**config.mk**
```make
export PLATFORM = sky130hd
export DESIGN_NAME = eth_tx_arbiter
export DESIGN_NICKNAME = d
export VERILOG_FILES = /design/src/rtl/eth_top_pkg.sv /design/src/rtl/eth_tx_arbiter_regs.sv /design/src/rtl/eth_tx_arbiter.sv
export SDC_FILE = /design/constraint.sdc
export NUM_CORES = 1
export LEC_CHECK = 0
export BUFFER_PORTS_ARGS = -buffer_cell sky130_fd_sc_hd__buf_2
export CORE_AREA = 3 3 125 127
export DETAILED_ROUTE_END_ITERATION = 7
export DIE_AREA = 0 0 128 130
export RECOVER_POWER = 50
export SYNTH_ARGS = -nofsm -noshare
export SYNTH_HDL_FRONTEND = slang
export SYNTH_SLANG_ARGS = --single-unit
```
**constraint.sdc**
```tcl
create_clock -name clk_i -period 5.92 [get_ports clk_i]
set_input_delay 0.888 -clock clk_i [delete_from_list [all_inputs] [get_ports clk_i]]
set_output_delay 0.888 -clock clk_i [all_outputs]
set_load 0.01 [all_outputs]
```
**src/rtl/eth_top_pkg.sv**
```systemverilog
// rtl/eth_top_pkg.sv - shared Ethernet TX stream, register bus and arbiter types
package eth_top_pkg;

    localparam int DataWidth = 64;

    typedef struct packed {
        logic [DataWidth-1:0]   data;
        logic [DataWidth/8-1:0] strb;
        logic [DataWidth/8-1:0] keep;
        logic                   last;
        logic [0:0]             user;
    } s_beat_t;

    typedef struct packed {
        logic    tvalid;
        s_beat_t t;
    } s_req_t;

    typedef struct packed {
        logic tready;
    } s_rsp_t;

    typedef struct packed {
        logic        valid;
        logic        write;
        logic [3:0]  addr;
        logic [31:0] wdata;
        logic [3:0]  wstrb;
    } reg_bus_req_t;

    typedef struct packed {
        logic [31:0] rdata;
        logic        ready;
        logic        error;
    } reg_bus_rsp_t;

    localparam logic [3:0] ARB_CTRL_OFFS   = 4'h0;
    localparam logic [3:0] ARB_STATUS_OFFS = 4'h4;
    localparam logic [3:0] ARB_FCNT_OFFS   = 4'h8;

    typedef enum logic {
        ARB_IDLE,
        ARB_LOCKED
    } arb_state_e;

endpackage

```
**src/rtl/eth_tx_arbiter_regs.sv**
```systemverilog
// rtl/eth_tx_arbiter_regs.sv - arbiter register file: enable mask, status, frame counter
import eth_top_pkg::*;

module eth_tx_arbiter_regs #(
    parameter int  NumIn = 2,
    localparam int IdxW  = $clog2(NumIn)
) (
    input  logic             clk_i,
    input  logic             rst_ni,
    input  reg_bus_req_t     reg_req_i,
    output reg_bus_rsp_t     reg_rsp_o,
    input  logic             busy,
    input  logic [IdxW-1:0]  grant,
    input  logic [IdxW-1:0]  rr_ptr,
    input  logic             frame_done,
    output logic [NumIn-1:0] enable_mask,
    output logic             fcnt_clr
);

    logic [31:0] frame_cnt;
    logic [31:0] status;
    logic        aligned;
    logic        hit_ctrl;
    logic        hit_status;
    logic        hit_fcnt;
    logic        acc_err;
    logic        wr_ok;

    always_comb begin
        aligned    = (reg_req_i.addr[1:0] == 2'b00);
        hit_ctrl   = aligned && (reg_req_i.addr == ARB_CTRL_OFFS);
        hit_status = aligned && (reg_req_i.addr == ARB_STATUS_OFFS);
        hit_fcnt   = aligned && (reg_req_i.addr == ARB_FCNT_OFFS);
        acc_err    = reg_req_i.valid &&
                     (!(hit_ctrl || hit_status || hit_fcnt) || (hit_status && reg_req_i.write));
        wr_ok      = reg_req_i.valid && reg_req_i.write && !acc_err;
        fcnt_clr   = wr_ok && hit_fcnt;

        status             = '0;
        status[0]          = busy;
        status[8 +: IdxW]  = grant;
        status[16 +: IdxW] = rr_ptr;

        reg_rsp_o       = '0;
        reg_rsp_o.ready = reg_req_i.valid;
        reg_rsp_o.error = acc_err;
        if (reg_req_i.valid && !reg_req_i.write && !acc_err) begin
            if (hit_ctrl) begin
                reg_rsp_o.rdata = {{(32-NumIn){1'b0}}, enable_mask};
            end else if (hit_status) begin
                reg_rsp_o.rdata = status;
            end else begin
                reg_rsp_o.rdata = frame_cnt;
            end
        end
    end

    // A counter clear wins over a frame completing in the same cycle.
    always_ff @(posedge clk_i or negedge rst_ni) begin
        if (!rst_ni) begin
            enable_mask <= '1;
            frame_cnt   <= '0;
        end else begin
            if (wr_ok && hit_ctrl && reg_req_i.wstrb[0]) begin
                enable_mask <= reg_req_i.wdata[NumIn-1:0];
            end
            if (fcnt_clr) begin
                frame_cnt <= '0;
            end else if (frame_done) begin
                frame_cnt <= frame_cnt + 32'd1;
            end
        end
    end

endmodule

```
**src/rtl/eth_tx_arbiter.sv**
```systemverilog
// rtl/eth_tx_arbiter.sv - frame-granular round-robin arbiter onto the Ethernet TX stream
import eth_top_pkg::*;

module eth_tx_arbiter #(
    parameter int  NumIn = 2,
    localparam int IdxW  = $clog2(NumIn)
) (
    input  logic                 clk_i,
    input  logic                 rst_ni,
    input  s_req_t [NumIn-1:0]   s_axis_req_i,
    output s_rsp_t [NumIn-1:0]   s_axis_rsp_o,
    output s_req_t               m_axis_req_o,
    input  s_rsp_t               m_axis_rsp_i,
    input  reg_bus_req_t         reg_req_i,
    output reg_bus_rsp_t         reg_rsp_o
);

    arb_state_e       state_q, state_d;
    logic [IdxW-1:0]  grant_q, grant_d;
    logic [IdxW-1:0]  rr_ptr_q, rr_ptr_d;
    logic [NumIn-1:0] enable_mask;
    logic [NumIn-1:0] eligible;
    logic             frame_done;
    logic             fcnt_clr;
    logic             found;
    int               idx;

    always_comb begin
        state_d      = state_q;
        grant_d      = grant_q;
        rr_ptr_d     = rr_ptr_q;
        frame_done   = 1'b0;
        found        = 1'b0;
        idx          = 0;
        m_axis_req_o = '0;
        s_axis_rsp_o = '0;
        for (int i = 0; i < NumIn; i++) begin
            eligible[i] = s_axis_req_i[i].tvalid & enable_mask[i];
        end

        case (state_q)
            ARB_IDLE: begin
                // Search starts at rr_ptr and wraps, so the last winner goes to the back.
                for (int k = 0; k < NumIn; k++) begin
                    idx = (int'(rr_ptr_q) + k) % NumIn;
                    if (!found && eligible[idx]) begin
                        found   = 1'b1;
                        grant_d = IdxW'(idx);
                        state_d = ARB_LOCKED;
                    end
                end
            end
            ARB_LOCKED: begin
                m_axis_req_o                  = s_axis_req_i[grant_q];
                s_axis_rsp_o[grant_q].tready  = m_axis_rsp_i.tready;
                frame_done = m_axis_req_o.tvalid & m_axis_rsp_i.tready & m_axis_req_o.t.last;
                if (frame_done) begin
                    state_d  = ARB_IDLE;
                    rr_ptr_d = (int'(grant_q) == NumIn - 1) ? '0 : grant_q + IdxW'(1);
                end
            end
            default: state_d = ARB_IDLE;
        endcase
    end

    always_ff @(posedge clk_i or negedge rst_ni) begin
        if (!rst_ni) begin
            state_q  <= ARB_IDLE;
            grant_q  <= '0;
            rr_ptr_q <= '0;
        end else begin
            state_q  <= state_d;
            grant_q  <= grant_d;
            rr_ptr_q <= rr_ptr_d;
        end
    end

    eth_tx_arbiter_regs #(
        .NumIn(NumIn)
    ) u_regs (
        .clk_i       (clk_i),
        .rst_ni      (rst_ni),
        .reg_req_i   (reg_req_i),
        .reg_rsp_o   (reg_rsp_o),
        .busy        (state_q == ARB_LOCKED),
        .grant       (grant_q),
        .rr_ptr      (rr_ptr_q),
        .frame_done  (frame_done),
        .enable_mask (enable_mask),
        .fcnt_clr    (fcnt_clr)
    );

endmodule

```
## Word-level counts from Yosys, hierarchy flattened

Index checks and enable logic that the tools add are counted.

| cells by class | value |
|---|---|
| add/subtract/negate cells | 3 |
| multiply operators | 0 |
| div/mod/pow operators | 0 |
| $lt $le $gt $ge | 4 |
| equality and inequality tests | 2 |
| shift operators | 0 |
| muxes and demuxes | 25 |
| bitwise operators | 7 |
| reduce and logical (&&, ||, !) cells | 27 |

Operators by type and width:

| kind | number |
|---|---|
| 83-bit 2-to-1 mux | 3 |
| 32-bit 2-to-1 mux | 5 |
| 32-bit by 1-bit adder with 32-bit output, second input constant | 1 |
| 1-bit logical AND | 14 |
| 1-bit 2-to-1 mux | 14 |
| 1-bit AND | 4 |
| 4-bit by 3-bit == test with 1-bit output, second input constant | 1 |
| 4-bit == test, second input constant | 1 |
| 1-bit zero test | 4 |
| 4-bit zero test | 1 |
| 1-bit by 2-bit less-than comparator with 1-bit output, second input constant | 2 |
| 2-bit AND reduction | 2 |
| 2-bit nonzero test | 2 |
| 1-bit logical OR | 3 |
| 2-bit by 3-bit less-than comparator with 1-bit output, second input constant | 1 |
| 1-bit adder, second input constant | 2 |
| 2-bit AND | 1 |
| 2-bit zero test | 1 |
| 2-bit 2-to-1 mux | 1 |
| 1-bit one-hot mux with 2 select lines | 1 |
| 1-bit AND, first input constant | 1 |
| 1-bit demux with 1-bit select | 1 |
| 1-bit >= comparator, second input constant | 1 |
| 1-bit inverter | 1 |

| storage, ports and cells | value |
|---|---|
| register bits | 37 |
| bits in latches | 0 |
| memory bits (writable) | 0 |
| bits in read-only memories | 0 |
| bits of input ports | 211 |
| output and inout bits | 119 |
| logic and storage cells | 73 |
| memories kept | 0 |

## Longest topological paths before layout

Gate-level depths: netlist of the first run.

| logic depth | value |
|---|---|
| word-level depth | 11 |
| mapped depth | 6 |
| mapped depth without buffers | 5 |

## Hierarchy

A second synthesis of the first run with hierarchy kept.

| second synthesis, totals | value |
|---|---|
| cell total of the unflattened synthesis | 443 |
| area, all modules | 3804.9 sq um |

By module, submodules not included:

| module | instances | cells an instance | area each (sq um) | sequential area each (sq um) |
|---|---|---|---|---|
| eth_tx_arbiter_regs | 1 | 241 | 2125.8 | 853.3 |
| eth_tx_arbiter | 1 | 202 | 1679.1 | 75.1 |

## Least setup slack after synthesis of the first run

OpenSTA, ideal clock, no wires.

| timing path | value |
|---|---|
| kind | input -> output |
| start point | in reg_req_i[37] (netlist bit) |
| end point | out reg_rsp_o[11] (netlist bit) |
| arrival | 1.984 ns |
| required time | 5.032 ns |
| slack | 3.048 ns |
| stages on the path | 5 |
| path buffers | 1 |
| path through | nor2_1 nand4b_1 nor2_1 clkbuf_1 and2_1 |

RTL lines:

| item | line | source |
|---|---|---|
| from (decl) | eth_tx_arbiter.sv:14 | `input reg_bus_req_t reg_req_i,` |
| to (decl) | eth_tx_arbiter.sv:15 | `output reg_bus_rsp_t reg_rsp_o` |

==> results of run 1 <==
## kinds of logic after synthesis
family	after synthesis	synth area share
buf+inv	40	0.04253
flops	37	0.2427
xor+xnor	3	0.006871
simple gates	236	0.3608
compound gates	57	0.09454
fa+ha+maj	1	0.003271
mux	95	0.2493
## power breakdown
part | switching (mW) | total [mW] | internal, mW | leakage (nW)
clock | 0.0965 | 0.253 | 0.156 | 0.0652
sequential | 0.132 | 0.407 | 0.275 | 0.499
combinational | 0.505 | 1.01 | 0.505 | 2.18
## worst min-delay path: stages (launching register included)
cell and delay [ns]:
dfrtp_1 0.38, nand2_1 0.06, mux2i_1 0.06
## cell usage after synthesis, types with 3 or more instances
master and n:
buf_2 4, nor4_1 11, nor2_1 8, nand2b_1 5, and3_1 5, nand4_1 6, mux2i_1 93, nand3_1 12
or3_1 6, o21ai_0 8, inv_1 5, a2111o_1 3, or4_1 14, clkbuf_1 21, a21oi_1 24, nand4b_1 3
nor2b_1 83, buf_1 8, nand2_1 40, dfrtp_1 35, nor3_1 8, and2_1 26, o31ai_1 11
## flip-flops by register name, indices dropped and copies added (netlist names)
name                cells
grant_q                 1
rr_ptr_q                1
state_q                 1
u_regs.enable_mask      2
u_regs.frame_cnt       32
## through the flow
step / utilization / hold slack (ns) / setup WS, ns
after global placement: 0.3740 / 0.5223 / 2.660
after floorplan: - / 0.4728 / 3.048
after detailed placement: 0.3740 / 0.5309 / 2.659
after global routing: 0.3803 / 0.5693 / 1.371
after CTS: 0.3834 / 0.5391 / 2.512
final: 0.3805 / 0.5337 / 1.785
## final cells by class
cell class,instances,area [sq um]
Fill cell,1599,9004
Multi-Input combinational cell,392,2734
Timing Repair Buffer,301,1471
Sequential cell,37,932.1
Tap cell,184,230.2
Clock buffer,8,136.4
Inverter,5,18.77
Antenna cell,3,7.507
## routing by layer
metal,share of wire,vias to the layer above
li1,-,2234
met1,0.42,2047
met2,0.48,207
met3,0.093,15
met4,0.0064,4
met5,0.0017,-
## how the worst max path moves through the flow
| stage | startpoint | endpoint | cells past startpoint |
|---|---|---|---|
| after floorplan | reg_req_i[37] | reg_rsp_o[11] | 5 |
| after global placement | reg_req_i[37] | reg_rsp_o[23] | 7 |
| after detailed placement | reg_req_i[37] | reg_rsp_o[33] | 7 |
| after CTS | grant_q$_DFFE_PN0P_ | m_axis_req_o[15] | 4 |
| after global routing | state_q$_DFF_PN0_ | reg_rsp_o[2] | 4 |
| final | state_q$_DFF_PN0_ | reg_rsp_o[2] | 4 |
## cells in the final DEF (no fill, tap or decap), types with 2 or more instances in the layout
| cell | n |
|---|---|
| o31ai_1 | 11 |
| clkbuf_16 | 5 |
| diode_2 | 3 |
| nand2b_1 | 5 |
| nand2_1 | 40 |
| nor4_1 | 11 |
| xnor2_1 | 2 |
| nand3b_1 | 2 |
| o211ai_1 | 2 |
| o41ai_1 | 2 |
| a211oi_1 | 2 |
| o21ai_0 | 9 |
| a2111o_1 | 3 |
| clkbuf_1 | 35 |
| nor2_1 | 8 |
| mux2i_1 | 93 |
| nor2b_1 | 83 |
| a21oi_1 | 24 |
| inv_1 | 5 |
| dfstp_2 | 2 |
| buf_4 | 2 |
| nand4b_1 | 3 |
| or3_1 | 6 |
| buf_2 | 267 |
| nand3_1 | 12 |
| or4_1 | 14 |
| and3_1 | 5 |
| nand4_1 | 6 |
| and2_1 | 26 |
| mux2_2 | 2 |
| nor3_1 | 8 |
| dfrtp_1 | 34 |
==> metrics.yaml, run 1 <==
clock_network:
  postCtsSetupBuffers: 0
  clk_latency_ns: 0.28
  cts_tree: "built"
  root_buffer: "clkbuf_16"
  cts_hold_buf: 0
  clockBufferDepth: 2
  cts-resized-gates: 0
  cts.clk_slew.worst_paths_ns: 0.05
  cts.sinks: 37
  htree_levels: 2
  cts_buffers: 5
yosys:
  synthesis.nets: 681
  synth_ff_type: "dfrtp_1"
  syn_area_sq_mm: 0.003825
  syn_inst: 469
  ys_seq_area_frac: 0.2427
  yosys_warnings: 0
  ys_types: 45
  synth_largest_area_cell: "mux2i_1"
  synth_top_cell_area_share: 0.2434
  synth_edf_count: 0
  synth-seq-cells: 37
  avgSynthCellArea_sq_um: 8.155
  synthArstFlopShare: 1.000
  synth_area_leaders: "mux2i_1 (24%), dfrtp_1 (23%), nor2b_1 (14%)"
pwr:
  leakagePower_nw: 2.740
  ir_drop_mv: 0.1833
  power.density_mw_per_mm2: 301.9
  p_total_mw: 1.670
worst_setup_path:
  end_kind: "output pin"
  crit_buf_inv: 2
  crit_slowest_cell: "clkbuf_1"
  critPathMaxStageDelay_ns: 1.25
  critPathRequiredTime_ns: 5.03
  critPathKind: "register to output pin"
  reg2regPathDepth: 5
  r2r_start: "grant_q$_DFFE_PN0P_"
  path_cells: "clkbuf_1 -> mux2i_1 -> a211oi_1 -> buf_2"
  crit_family: "buffers and inverters"
  start_kind: "register"
  arrival_ns: 3.25
  r2r_slack_ns: 3.10
  cp_max_fo: 49
  worst_r2r_endpoint: "u_regs.frame_cnt[29]$_DFFE_PN0P_"
worst_hold_path:
  hold_path_class: "register to register"
  worstHoldStart: "u_regs.frame_cnt[31]$_DFFE_PN0P_"
  worstHoldPathCells: 2
  hold_end: "u_regs.frame_cnt[31]$_DFFE_PN0P_"
placed_design:
  dpl.hpwl_um: 13530
  place_inst: 919
  port-buffer-count: 296
  place_area_sq_mm: 0.005435
  place.gp.congestion: 0.8659
global_routing:
  grt_use_met1: 0.2412
  grt_pass1_wl_um: 23400
  met3_usage: 0.04912
  top_usage_layer: "met2"
  grt_pass1_vias: 4070
  overflow: 0
  met2_usage: 0.2988
  grt_max_degree: 60
  antenna_found_initial: 4
  grt.total_usage: 0.1799
finish:
  fin_nets: 954
  final_cell_count_no_fill: 930
  layout-drive-gt1-share: 0.3822
  final_cell_area_sq_mm: 0.005530
  area_growth_syn_to_layout_pct: 44.59
timing:
  setup_violations: 0
  fin_crit_ns: 4.135
  timing.final.crit_share: 0.6985
  hold_violations: 0
  relSlewSlack: -0.3408
  fin_skew_ns: 0.004454
  slew_viol_final: 88
  fmaxAchievable_ghz: 0.2418
  rsz0062_at_grt: "no"
  final.setup.tns_ns: 0
  worst_slew_pin_slew_ns: 2.011
detailed_routing:
  post_drt_wl_per_cell_um: 17.54
  drc_errors: 0
  ant_nets: 0
  vias: 4507
  drt-total-wl_um: 16320
  initialDrtViolationCount: 274
  firstDrtPassIters: 5
  avgViaCountPerCell: 4.846
outcome:
  failed_checks: "capacitance limit, slew limit"
  outcome: "complete, but fails checks"
floorplan:
  die_area_sq_mm: 0.01664
  top_level_ports: 330
  die_x_um: 128
  dieHeight_um: 130
  coreArea_sq_mm: 0.01453
  start_util: 0.2632
  core.rowCount: 44
run:
  maxCapViolations: 2
Power figures use the tool's default switching activity.
==> inputs of run 2 (changes only) <==
CORE_AREA = 3 3 126 128   (was 3 3 125 127)
DIE_AREA = 0 0 129 131   (was 0 0 128 130)
clock period = 3.9 ns   (was 5.92 ns; I/O delays follow)
==> metrics.yaml, run 2 (synthesis results as in run 1) <==
worst_setup_path:
  start_kind: "register"
  critPathRequiredTime_ns: 4.06
  crit_family: "flip-flops"
  crit_buf_inv: 1
  cp_max_fo: 46
  startpoint: "grant_q$_DFFE_PN0P_"
  end_kind: "register"
  crit_slowest_cell: "dfrtp_4"
  path_cells: "and3b_1 -> o21ai_0 -> clkbuf_1 -> nor4_1 -> mux2i_1"
  critPathKind: "register to register"
  arrival_ns: 3.22
  critPathMaxStageDelay_ns: 0.89
  r2r_start: "grant_q$_DFFE_PN0P_"
clock_network:
  htree_levels: 2
  cts_tree: "built"
  cts.sinks: 37
  postCtsSetupBuffers: 0
  clockBufferDepth: 2
  cts_buffers: 5
  cts-resized-gates: 0
  cts_hold_buf: 0
  root_buffer: "clkbuf_16"
  cts.clk_slew.worst_paths_ns: 0.06
  clk_latency_ns: 0.28
detailed_routing:
  drt-total-wl_um: 16230
  vias: 4533
  initialDrtViolationCount: 320
  firstDrtPassIters: 6
  ant_nets: 0
  drc_errors: 0
  avgViaCountPerCell: 4.864
  post_drt_wl_per_cell_um: 17.42
timing:
  fin_hold_ws_ns: 0.5370
  slew_viol_final: 38
  relSlewSlack: -0.3780
  fin_skew_ns: 0.005136
  rsz0062_at_grt: "no"
  setup_violations: 0
  fmaxAchievable_ghz: 0.3270
  hold_violations: 0
  fin_crit_ns: 3.058
  timing.final.crit_share: 0.7841
  final.setup.tns_ns: 0
  worst_slew_pin_slew_ns: 2.067
worst_hold_path:
  worstHoldStart: "u_regs.frame_cnt[31]$_DFFE_PN0P_"
  hold_path_class: "register to register"
floorplan:
  core.rowCount: 45
  die_area_sq_mm: 0.01690
  dieHeight_um: 131
  start_util: 0.2554
  coreArea_sq_mm: 0.01498
  die_x_um: 129
  top_level_ports: 330
placed_design:
  port-buffer-count: 296
  place.gp.congestion: 0.8386
  dpl.hpwl_um: 13180
  place_inst: 923
  place_area_sq_mm: 0.005453
global_routing:
  grt.total_usage: 0.1730
  antenna_found_initial: 1
  grt_max_degree: 70
  grt_pass1_vias: 4057
  grt_pass1_wl_um: 22920
  overflow: 0
outcome:
  outcome: "complete, but fails checks"
  failed_checks: "capacitance limit, slew limit"
pwr:
  power.density_mw_per_mm2: 472.0
  ir_drop_mv: 0.2495
  leakagePower_nw: 2.728
finish:
  final_cell_area_sq_mm: 0.005567
  layout-drive-gt1-share: 0.3715
  layout_commonest_cell: "buf_2"
  fill_cells: 1636
  largestRegisters: "u_regs.frame_cnt: 32 flops, u_regs.enable_mask: 2 flops"
  largest-register: "u_regs.frame_cnt"
  fin_nets: 954
  area_growth_syn_to_layout_pct: 45.53
  final_cell_mix: "buf_2 (256), mux2i_1 (93), nor2b_1 (83)"
  final_cell_count_no_fill: 932
  largest_register_ffs: 32
run:
  maxCapViolations: 1
-- run 2: metrics by stage --
step	utilization	setup WS, ns	power [mW]
final	0.3717	0.8419	2.627
after global routing	0.3715	0.5665	2.819
after CTS	0.3756	1.134	2.696
after detailed placement	0.3641	1.156	2.216
after global placement	0.3641	1.234	2.208
after floorplan	-	1.634	1.570
-- run 2: layer usage --
layer | track usage | part of all wire
met1 | 0.2607 | 0.47
met2 | 0.2598 | 0.45
met3 | 0.03333 | 0.072
met4 | 0.02779 | 0.0074
met5 | 0 | 0.00043
-- run 2: path summary, 6_finish.rpt --
kind / endpoint / slack, ns / cells after the start
min: u_regs.frame_cnt[31]$_DFFE_PN0P_ / 0.54 / 2
max: u_regs.frame_cnt[23]$_DFFE_PN0P_ / 0.84 / 5
max reg2reg: u_regs.frame_cnt[23]$_DFFE_PN0P_ / 0.84 / 5
max in group asynchronous: grant_q$_DFFE_PN0P_ / 1.55 / 1
min in group asynchronous: u_regs.frame_cnt[23]$_DFFE_PN0P_ / 0.90 / 1
min reg2reg: u_regs.frame_cnt[31]$_DFFE_PN0P_ / 0.54 / 2
-- run 2: cell type report --
class	instances	area, sq um	area share
Tap cell	188	235.2	0.04226
Clock inverter	1	30.03	0.005394
Sequential cell	37	932.1	0.1675
Inverter	5	18.77	0.003372
Timing Repair Buffer	301	1471	0.2643
Multi-Input combinational cell	392	2734	0.4911
Clock buffer	7	142.6	0.02562
Antenna cell	1	2.502	0.0004495
-- run 2: report_power, final --
group | internal, mW | leakage, nW | switching, mW | total [mW]
Combinational | 0.758 | 2.15 | 0.818 | 1.58
Sequential | 0.419 | 0.499 | 0.158 | 0.576
Clock | 0.319 | 0.0841 | 0.156 | 0.475
-- run 2: tightest hold or removal path: stages (launching register included) --
cell and delay (ns):
dfrtp_1 0.37, nand2_1 0.06, mux2i_1 0.06
==> inputs of run 3 (changes only) <==
ABC_AREA = 1   (was default)
CORE_AREA = 3 3 127 129   (was 3 3 126 128)
DIE_AREA = 0 0 130 132   (was 0 0 129 131)
clock period = 3 ns   (was 3.9 ns; I/O delays follow)
==> metrics.yaml, run 3 <==
worst_setup_path:
  arrival_ns: 2.81
  cp_max_fo: 21
  end_kind: "register"
  critPathRequiredTime_ns: 3.17
  critPathKind: "register to register"
  start_kind: "register"
global_routing:
  grt_pass1_wl_um: 26530
  grt_max_degree: 73
  top_usage_layer: "met2"
  grt.total_usage: 0.1937
  met3_usage: 0.07942
  met2_usage: 0.3069
  antenna_found_initial: 11
  grt_pass1_vias: 4817
  overflow: 0
  grt_use_met1: 0.2545
finish:
  largest-register: "u_regs.frame_cnt"
  multi_input_area_sq_mm: 0.002603
  layout_commonest_cell: "nand2_1"
  largestRegisters: "u_regs.frame_cnt: 32 flops, u_regs.enable_mask: 2 flops"
  largest_register_ffs: 32
  register_area_sq_um: 929.6
  layout-drive-gt1-share: 0.3357
  area_growth_syn_to_layout_pct: 43.31
  final_util: 0.3742
  fill_cells: 1707
  fin_nets: 1182
  final_cell_mix: "nand2_1 (293), buf_2 (277), a21oi_1 (99)"
  final_cell_area_sq_mm: 0.005668
pwr:
  p_total_mw: 3.703
  leakagePower_nw: 3.046
  power.density_mw_per_mm2: 653.3
  ir_drop_mv: 0.2742
placed_design:
  dpl.hpwl_um: 14940
  port-buffer-count: 296
  place.gp.congestion: 0.9257
  place_area_sq_mm: 0.005574
detailed_routing:
  drc_errors: 0
  drt-total-wl_um: 18220
  ant_nets: 0
  firstDrtPassIters: 4
  vias: 5482
  avgViaCountPerCell: 4.726
  post_drt_wl_per_cell_um: 15.71
  initialDrtViolationCount: 216
clock_network:
  cts_tree: "built"
  cts.sinks: 37
  htree_levels: 2
  postCtsSetupBuffers: 0
  root_buffer: "clkbuf_16"
  cts_hold_buf: 0
  cts-resized-gates: 0
  clk_latency_ns: 0.28
  cts.clk_slew.worst_paths_ns: 0.06
  cts_buffers: 5
  clockBufferDepth: 2
timing:
  fin_hold_ws_ns: 0.3813
  hold_violations: 0
  fmaxAchievable_ghz: 0.3799
  fin_skew_ns: 0.005872
  setup_violations: 0
  rsz0062_at_grt: "no"
  final.setup.tns_ns: 0
  timing.final.crit_share: 0.8775
  slew_viol_final: 38
  relSlewSlack: -0.4142
  fin_crit_ns: 2.632
  worst_slew_pin_slew_ns: 2.121
floorplan:
  die_area_sq_mm: 0.01716
  start_util: 0.2611
  die_x_um: 130
  core.rowCount: 45
  coreArea_sq_mm: 0.01515
  top_level_ports: 330
  dieHeight_um: 132
yosys:
  synthArstFlopShare: 1.000
  avgSynthCellArea_sq_um: 5.658
  ys_types: 33
  synth.most_common_cell: "nand2_1"
  synth-seq-cells: 37
  syn_area_sq_mm: 0.003955
  synth_edf_count: 0
  yosys_warnings: 0
  synth_area_leaders: "nand2_1 (28%), dfrtp_1 (22%), a21oi_1 (13%)"
  synthesis.nets: 911
  synth_ff_type: "dfrtp_1"
  synth_largest_area_cell: "nand2_1"
  syn_inst: 699
  synth_common_cells: "nand2_1 (290), a21oi_1 (99), nor2_1 (71)"
  synth_top_cell_area_share: 0.2752
  ys_seq_area_frac: 0.2347
outcome:
  failed_checks: "capacitance limit, slew limit"
  outcome: "complete, but fails checks"
run:
  maxCapViolations: 1
worst_hold_path:
  hold_path_class: "input pin to register"
[run 3: cell types whose count changed after synthesis, moves of 11 or more]
cell     delta
nand2_1   +250
mux2i_1    -93
nor2b_1    -83
a21oi_1    +75
nor2_1     +63
inv_1      +31
and2_1     -26
nor3_1     +15
or4_1      -14
nand3_1    +11
nor4_1     -11
[run 3: worst max-delay path: stages (launching register included)]
cell and delay, ns:
dfrtp_2 0.53, inv_2 0.40, nand2_1 0.19, nand2_4 0.12, nand3_1 0.28, nand2_1 0.37
clkbuf_1 0.38, nand4_1 0.13, nand2_1 0.08, nor2_1 0.04
[run 3: routing by layer]
layer	wire, um	part of all wire
met1	7927	0.44
met4	226	0.012
met5	131	0.0072
met2	7884	0.43
met3	2048	0.11
[run 3: kinds of logic (layout without fill, tap and decap cells)]
group,after synthesis,count (layout),synth area share
AOI/OAI and AO/OA,120,120,0.1560
adders and majority gates,1,1,0.003163
other,0,1,0
DFF,37,37,0.2347
xor gates and xnor gates,4,4,0.008857
buffers and inverters,84,356,0.09332
and+or+nand+nor,453,453,0.5040
[run 3: final cells by class]
cell class                      instances  share of cell area
Clock buffer                            6             0.02450
Tap cell                              188             0.04150
Inverter                               42             0.02781
Timing Repair Buffer                  306              0.2759
Multi-Input combinational cell        578              0.4592
Clock inverter                          2            0.006623
Sequential cell                        37              0.1640
Antenna cell                            1           0.0004415
[run 3: per-stage QoR]
step | setup WS [ns] | cells
after floorplan | 1.189 | 699
after global placement | 0.7230 | 1151
after detailed placement | 0.6861 | 1151
after CTS | 0.4064 | 1159
after global routing | 0.1515 | 1159
final | 0.3676 | 1160
[run 3: worst paths after layout]
check	cells past startpoint	slack (ns)	start	to
min	3	0.38	reg_req_i[4]	u_regs.enable_mask[0]$_DFFE_PN1P_
max reg2reg	9	0.37	grant_q$_DFFE_PN0P_	u_regs.frame_cnt[19]$_DFFE_PN0P_
min reg2reg	2	0.50	u_regs.enable_mask[0]$_DFFE_PN1P_	u_regs.enable_mask[0]$_DFFE_PN1P_
max in group asynchronous	1	0.83	rst_ni	grant_q$_DFFE_PN0P_
min in group asynchronous	1	0.77	rst_ni	u_regs.frame_cnt[31]$_DFFE_PN0P_
max	9	0.37	grant_q$_DFFE_PN0P_	u_regs.frame_cnt[19]$_DFFE_PN0P_
[run 3: where the power goes]
| part | switching [mW] | total (mW) | internal, mW | leakage (nW) |
|---|---|---|---|---|
| clock network | 0.222 | 0.638 | 0.415 | 0.0831 |
| registers | 0.137 | 0.722 | 0.585 | 0.487 |
| logic | 1.52 | 2.34 | 0.824 | 2.48 |
| total | 1.88 | 3.70 | 1.82 | 3.05 |
